[config.mk]
export PLATFORM = sky130hd
export DESIGN_NAME = rotate_left_seq_amisha_flat
export DESIGN_NICKNAME = d
export VERILOG_FILES = /design/src/rtl/rotate_left_seq_amisha_if.sv /design/src/rtl/rotate_left_seq_amisha.sv /design/src/flat_wrapper.sv
export SDC_FILE = /design/constraint.sdc
export NUM_CORES = 1
export LEC_CHECK = 0
export CORE_ASPECT_RATIO = 1.2
export CORE_UTILIZATION = 30
export DETAILED_ROUTE_END_ITERATION = 10
export GPL_ROUTABILITY_DRIVEN = 1
export SLEW_MARGIN = 5
export SYNTH_ARGS = -nofsm -noshare
export SYNTH_HDL_FRONTEND = slang
export SYNTH_SLANG_ARGS = --single-unit
[constraint.sdc]
create_clock -name clk_amisha -period 1.54 [get_ports clk_amisha]
set_input_delay 0.154 -clock clk_amisha [delete_from_list [all_inputs] [get_ports clk_amisha]]
set_output_delay 0.154 -clock clk_amisha [all_outputs]
set_load 0.05 [all_outputs]
[src/rtl/rotate_left_seq_amisha_if.sv]
// Valid/ready operand and result port bundle for rotate_left_seq_amisha.
// The producer/consumer side uses master and the rotate unit uses slave.
interface rotate_left_seq_amisha_if #(
  parameter int DATA_W = 8,
  parameter int AMT_W  = 3
);
  logic              in_valid_amisha;
  logic              in_ready_amisha;
  logic [DATA_W-1:0] a_amisha;
  logic [AMT_W-1:0]  amt_amisha;
  logic [DATA_W-1:0] y_amisha;
  logic              out_valid_amisha;
  logic              out_ready_amisha;
  logic              busy_amisha;

  modport master (
    output in_valid_amisha, a_amisha, amt_amisha, out_ready_amisha,
    input  in_ready_amisha, y_amisha, out_valid_amisha, busy_amisha
  );

  modport slave (
    input  in_valid_amisha, a_amisha, amt_amisha, out_ready_amisha,
    output in_ready_amisha, y_amisha, out_valid_amisha, busy_amisha
  );
endinterface

[src/rtl/rotate_left_seq_amisha.sv]
// Sequential rotate-left unit (undoes the rotate-right barrel shifter), IDLE/SHIFT/DONE FSM.
// Define ROTATE_LEFT_SEQ_LOG_STEP_EN for fixed AMT_W-cycle power-of-two steps instead of 1 bit/cycle.
module rotate_left_seq_amisha #(
  parameter int DATA_W = 8,
  parameter int AMT_W  = 3
) (
  input  logic                    clk_amisha,
  input  logic                    reset_n_amisha,
  rotate_left_seq_amisha_if.slave bus_amisha
);

  typedef enum logic [1:0] {
    IDLE  = 2'b00,
    SHIFT = 2'b01,
    DONE  = 2'b10
  } state_e;

  state_e            state_q, state_d;
  logic [DATA_W-1:0] work_q, work_d;
  logic [AMT_W-1:0]  cnt_q, cnt_d;
`ifdef ROTATE_LEFT_SEQ_LOG_STEP_EN
  logic [AMT_W-1:0]  amt_q, amt_d;
  logic [AMT_W-1:0]  amt_sh_s;
`endif

  function automatic logic [DATA_W-1:0] rotl(input logic [DATA_W-1:0] w, input int unsigned s);
    logic [2*DATA_W-1:0] dbl;
    dbl = {w, w} << s;
    return dbl[2*DATA_W-1 -: DATA_W];
  endfunction

  // Next-state, work-register and counter update.
  always_comb begin
    state_d = state_q;
    work_d  = work_q;
    cnt_d   = cnt_q;
`ifdef ROTATE_LEFT_SEQ_LOG_STEP_EN
    amt_d    = amt_q;
    amt_sh_s = amt_q >> cnt_q;
`endif
    case (state_q)
      IDLE: begin
        if (bus_amisha.in_valid_amisha) begin
          work_d = bus_amisha.a_amisha;
`ifdef ROTATE_LEFT_SEQ_LOG_STEP_EN
          // cnt_q indexes the amount bit, MSB first; every amount walks all steps.
          amt_d   = bus_amisha.amt_amisha;
          cnt_d   = AMT_W'(AMT_W - 1);
          state_d = SHIFT;
`else
          cnt_d = bus_amisha.amt_amisha;
          if (bus_amisha.amt_amisha == '0) begin
            state_d = DONE;
          end else begin
            state_d = SHIFT;
          end
`endif
        end else begin
          state_d = IDLE;
        end
      end
      SHIFT: begin
`ifdef ROTATE_LEFT_SEQ_LOG_STEP_EN
        if (amt_sh_s[0]) begin
          work_d = rotl(work_q, 32'd1 << cnt_q);
        end else begin
          work_d = work_q;
        end
        if (cnt_q == '0) begin
          state_d = DONE;
        end else begin
          cnt_d   = cnt_q - AMT_W'(1);
          state_d = SHIFT;
        end
`else
        work_d = rotl(work_q, 32'd1);
        cnt_d  = cnt_q - AMT_W'(1);
        if (cnt_q == AMT_W'(1)) begin
          state_d = DONE;
        end else begin
          state_d = SHIFT;
        end
`endif
      end
      DONE: begin
        if (bus_amisha.out_ready_amisha) begin
          state_d = IDLE;
        end else begin
          state_d = DONE;
        end
      end
      default: begin
        state_d = IDLE;
      end
    endcase
  end

  // State and datapath registers; reset discards any in-flight operand.
  always_ff @(posedge clk_amisha or negedge reset_n_amisha) begin
    if (!reset_n_amisha) begin
      state_q <= IDLE;
      work_q  <= '0;
      cnt_q   <= '0;
`ifdef ROTATE_LEFT_SEQ_LOG_STEP_EN
      amt_q   <= '0;
`endif
    end else begin
      state_q <= state_d;
      work_q  <= work_d;
      cnt_q   <= cnt_d;
`ifdef ROTATE_LEFT_SEQ_LOG_STEP_EN
      amt_q   <= amt_d;
`endif
    end
  end

  assign bus_amisha.y_amisha         = work_q;
  assign bus_amisha.in_ready_amisha  = (state_q == IDLE);
  assign bus_amisha.out_valid_amisha = (state_q == DONE);
  assign bus_amisha.busy_amisha      = (state_q != IDLE);

endmodule
[src/flat_wrapper.sv]
// flat-port wrapper written by rule: the top's interface ports become plain ports
module rotate_left_seq_amisha_flat 
#(
  parameter int DATA_W = 8,
  parameter int AMT_W  = 3
)
  (clk_amisha, reset_n_amisha, bus_amisha_in_valid_amisha, bus_amisha_a_amisha, bus_amisha_amt_amisha, bus_amisha_out_ready_amisha, bus_amisha_in_ready_amisha, bus_amisha_y_amisha, bus_amisha_out_valid_amisha, bus_amisha_busy_amisha);
  rotate_left_seq_amisha_if #(.DATA_W(DATA_W), .AMT_W(AMT_W)) bus_amisha_i ();
  input  logic clk_amisha;
  input  logic reset_n_amisha;
  input wire logic [$bits(bus_amisha_i.in_valid_amisha)-1:0] bus_amisha_in_valid_amisha;
  input wire logic [$bits(bus_amisha_i.a_amisha)-1:0] bus_amisha_a_amisha;
  input wire logic [$bits(bus_amisha_i.amt_amisha)-1:0] bus_amisha_amt_amisha;
  input wire logic [$bits(bus_amisha_i.out_ready_amisha)-1:0] bus_amisha_out_ready_amisha;
  output wire logic [$bits(bus_amisha_i.in_ready_amisha)-1:0] bus_amisha_in_ready_amisha;
  output wire logic [$bits(bus_amisha_i.y_amisha)-1:0] bus_amisha_y_amisha;
  output wire logic [$bits(bus_amisha_i.out_valid_amisha)-1:0] bus_amisha_out_valid_amisha;
  output wire logic [$bits(bus_amisha_i.busy_amisha)-1:0] bus_amisha_busy_amisha;
  assign bus_amisha_i.in_valid_amisha = bus_amisha_in_valid_amisha;
  assign bus_amisha_i.a_amisha = bus_amisha_a_amisha;
  assign bus_amisha_i.amt_amisha = bus_amisha_amt_amisha;
  assign bus_amisha_i.out_ready_amisha = bus_amisha_out_ready_amisha;
  assign bus_amisha_in_ready_amisha = bus_amisha_i.in_ready_amisha;
  assign bus_amisha_y_amisha = bus_amisha_i.y_amisha;
  assign bus_amisha_out_valid_amisha = bus_amisha_i.out_valid_amisha;
  assign bus_amisha_busy_amisha = bus_amisha_i.busy_amisha;
  rotate_left_seq_amisha #(.DATA_W(DATA_W), .AMT_W(AMT_W)) u_core (.clk_amisha(clk_amisha), .reset_n_amisha(reset_n_amisha), .bus_amisha(bus_amisha_i));
endmodule
**After elaboration in Yosys (flattened, before gate mapping)**

Index checks and enable logic that the tools add are counted.

- Flip-flop bits (word level): 13
- Input bits: 15
- Output and inout bits: 11

- Add/sub/neg operators: 1
- Equal/unequal tests: 4
- Muxes and demuxes: 9
- Reduce and logical (&&, ||, !) cells: 5

Operator list:

| kind | count |
|---|---|
| 8-bit one-hot mux with 2 select lines | 1 |
| 2-bit two-way mux | 4 |
| 8-bit two-way mux | 1 |
| 2-bit one-hot mux with 3 select lines | 1 |
| 3-bit one-hot mux with 2 select lines | 1 |
| 2-bit nonzero test | 2 |
| 3-bit by 1-bit equality test with 1-bit output, second input constant | 1 |
| 3-bit zero test | 1 |
| 3-bit two-way mux | 1 |
| 3-bit by 1-bit subtractor with 3-bit output, second input constant | 1 |
| 2-bit by 1-bit equality test with 1-bit output, second input constant | 1 |
| 2-bit equality test, second input constant | 1 |
| 2-bit zero test | 1 |
| 2-bit != test, second input constant | 1 |
| 2-bit AND reduction | 1 |

**Logic depth before layout (Yosys ltp)**

- Depth after elaboration: 4
- Gate-level depth with buffers: 5
- Depth with buffers taken out: 5

**Worst setup path before layout**

No wires, ideal clock.

- Kind: flip-flop to output port
- Start point: reg u_core.state_q[1]
- End point: out bus_amisha_out_valid_amisha
- Arrival time: 1.344 ns
- Data required time: 1.386 ns
- Setup slack: 0.042 ns
- Stages on the path, launching flop included: 4
- Path buffers: 2
- Cell sequence: dfrtp_1 buf_6 buf_2 nor2b_1

- Cells in the longest elaborated chain, start to end: 1

RTL lines:

| what | RTL line | RTL |
|---|---|---|
| start, declared | rotate_left_seq_amisha.sv:18 | `state_e state_q, state_d;` |
| start signal, assigned | rotate_left_seq_amisha.sv:108 | `state_q <= state_d;` |
| 2-bit equality test | rotate_left_seq_amisha.sv:119 | `assign bus_amisha.out_valid_amisha = (state_q == DONE);` |
| end, declared | flat_wrapper.sv:17 | `output wire logic [$bits(bus_amisha_i.out_valid_amisha)-1:0] bus_amisha_out_valid_amisha;` |

No other way between the ends.

**Worst setup path in the final report**

- Start point: reg u_core.state_q[1]
- End point: out bus_amisha_in_ready_amisha

- Cells in the longest elaborated chain, start to end: 1

RTL lines:

| what | RTL line | RTL |
|---|---|---|
| 2-bit zero test | rotate_left_seq_amisha.sv:118 | `assign bus_amisha.in_ready_amisha = (state_q == IDLE);` |
| end, declared | flat_wrapper.sv:15 | `output wire logic [$bits(bus_amisha_i.in_ready_amisha)-1:0] bus_amisha_in_ready_amisha;` |

No other way between the ends.

==> impl_metrics.yaml <==
sta:
  clock_skew_ns: 0.00860
  finalHoldViolations: 0
  fin_crit_sh: 0.934
  fmax_mhz: 695
  maxSlewHeadroom: 0.799
  drv_slew: 0
  worst_slew_pin_slew_ns: 0.301
  period_needed_ns: 1.44
  setup_viol: 0
  rsz0062_at_grt: "false"
  fin_setup_tns_ns: 0
setup_path:
  rr_endpoint: "u_core.cnt_q[2]"
  regToRegStartpoint: "u_core.cnt_q[0]"
  worstPathArrival_ns: 1.28
  reg2reg_depth: 5
  worstSetupEndpointType: "primary output"
  ff2ff_setup_slack_ns: 0.35
  critPathMaxFanout: 6
  crit_required_ns: 1.39
  cp-start-kind: "flop"
  critPathLaunch: "u_core.state_q[1]"
  criticalPathCategory: "flop to primary output"
clock_tree:
  clk_path_buf_depth: 2
  clkTransAtPathRegs_ns: 0.09
  postCtsHoldBufs: 0
  cts_tree: "done"
  htree_levels: 1
  clk_latency_ns: 0.27
  root_buffer: "clkbuf_4"
  cts_made_buffers: 3
  cts.sinks: 13
cells_and_area:
  fillers: 240
  multi_input_area_um2: 367
  seq_area_um2: 327
  fin_nets: 127
  drive_above_1_share: 0.275
  area_growth_pct: 44.2
  design_area_um2: 1090
  diodes: 0
synth:
  synth_top_area_cell: "dfrtp_1"
  synth.most_common_cell: "dfrtp_1"
  syn_inst: 78
  synth.yosys.seq_area_share: 0.432
  synth-seq-cells: 13
  synth-edff-count: 0
  syn_nets: 95
  synth.area.top_cells: "dfrtp_1, a22oi_1, o21ai_1"
  synthArstFlopShare: 1.00
  yosys_most_used_dff: "dfrtp_1"
  synth.cell_area_um2: 753
  yosysWarnings: 0
  yosysTopAreaCellShare: 0.432
  syn_area_per_cell_um2: 9.66
  synth.distinct_cells: 23
  netlist_top_cells_count: "dfrtp_1, o21ai_1, a22oi_1"
global_route:
  grtUsageMet1: 0.214
  first_global_vias: 654
  grt_remaining_overflow: 0
  antenna_found_initial: 0
  top_usage_layer: "met1"
  grt_max_degree: 14
  use_met2: 0.210
  globalRouteMet3Util: 0.0450
  grt_util_all_layers: 0.152
  grt_pass1_wl_um: 2960
power_and_ir_drop:
  irDropWorstVdd_v: 0.00121
  powerDensity_nw_per_um2: 2380
  p_leak_nw: 0.491
  report.power.total_mw: 2.59
placement:
  placed_area_um2: 1040
  dp_hpwl_um: 1320
  port-buffer-count: 25
  globalplace.congestion: 0.817
floorplanning:
  core_area_um2: 2330
  fp.dieH_um: 56.9
  dieArea_um2: 2720
  rows: 19
  ioPinCount: 26
  die_width_um: 47.7
  initial_core_util: 0.323
hold_path:
  min_path_type: "primary input to async pin"
routing:
  wl_per_cell_um: 12.9
  vias: 695
  ant_nets: 0
  wl_um: 1810
  drtIter0Drc: 11
  drcViolationCount: 0
  first_pass_iters: 4
  viasPerCell: 4.96
outcome:
  outcome: "finished clean"
run:
  max_cap_violations: 0
==> repair_timing <==
action,in CTS,in global routing
endpoints found under the hold margin,0,0
resized for setup,1,0
setup endpoints to repair,1,1
setup buffers,0,2
==> stage by stage <==
stage	worst slack, ns	utilization	std cells	hold WS, ns
2_1_floorplan	0.0416	-	78	-0.142
3_5_place_dp	0.157	0.448	134	0.480
3_3_place_gp	0.175	0.448	134	0.482
6_report	0.102	0.466	140	0.173
4_1_cts	0.00746	0.460	138	0.177
5_1_grt	0.0571	0.466	140	0.203
==> worst max path at each step <==
stage | cells after the start | slack (ns) | end
floorplan | 3 | 0.04 | bus_amisha_out_valid_amisha
global placement | 4 | 0.18 | u_core.bus_amisha.y_amisha[2]
detailed placement | 4 | 0.16 | u_core.bus_amisha.y_amisha[7]
CTS | 3 | 0.007 | bus_amisha_in_ready_amisha
global route | 3 | 0.06 | bus_amisha_in_ready_amisha
finish | 3 | 0.10 | bus_amisha_in_ready_amisha
==> where the power goes <==
part           total [mW]  internal, mW  switching [mW]  leakage, nW
Clock               0.211         0.100           0.111       0.0150
Combinational        1.72         0.713            1.01        0.316
Sequential          0.658         0.512           0.147        0.160
Total                2.59          1.32            1.26        0.491
==> cell families (layout without fill, tap and decap cells) <==
kind of cell | after synthesis | in the layout | share of synthesized area
adder cells (fa/ha/maj) | 2 | 2 | 0.0332
buffers and inverters | 10 | 41 | 0.0814
AO/OA/AOI/OAI | 33 | 33 | 0.281
AND/OR/NAND/NOR | 20 | 20 | 0.173
flip-flops | 13 | 13 | 0.432
==> per-layer routing <==
layer / up-vias / part of all wire
met5: - / 0
met4: 0 / 0
li1: 337 / -
met3: 0 / 0.054
met1: 333 / 0.46
met2: 25 / 0.48
==> critical path, cell delays in order (launching register included) <==
cell and delay [ns]:
dfrtp_2 0.45, or2_2 0.32, inv_1 0.10, buf_12 0.14
==> cell type report <==
class                      instances  share of cell area
multi-input combinational         55               0.338
sequential                        13               0.301
timing repair buffer              31               0.281
tap                               31              0.0357
clock buffer                       4              0.0242
inverter                           6              0.0207
==> cells in the final DEF, fill, tap and decap left out, types with 2 or more instances in the layout <==
cell,n
clkdlybuf4s50_1,14
buf_4,14
dfrtp_1,12
o21ai_1,11
a22oi_1,9
a21oi_1,7
inv_1,6
nand2_1,6
nor2b_1,3
and2b_2,3
clkbuf_4,3
buf_12,3
and2b_4,2
o21ai_0,2
ha_1,2
==> sequential cells by signal, summed over array words and instances, names as in the netlist <==
register                    count
u_core.state_q                  2
u_core.cnt_q                    3
u_core.bus_amisha.y_amisha      8
No activity file was read; power rests on OpenSTA's default activity.
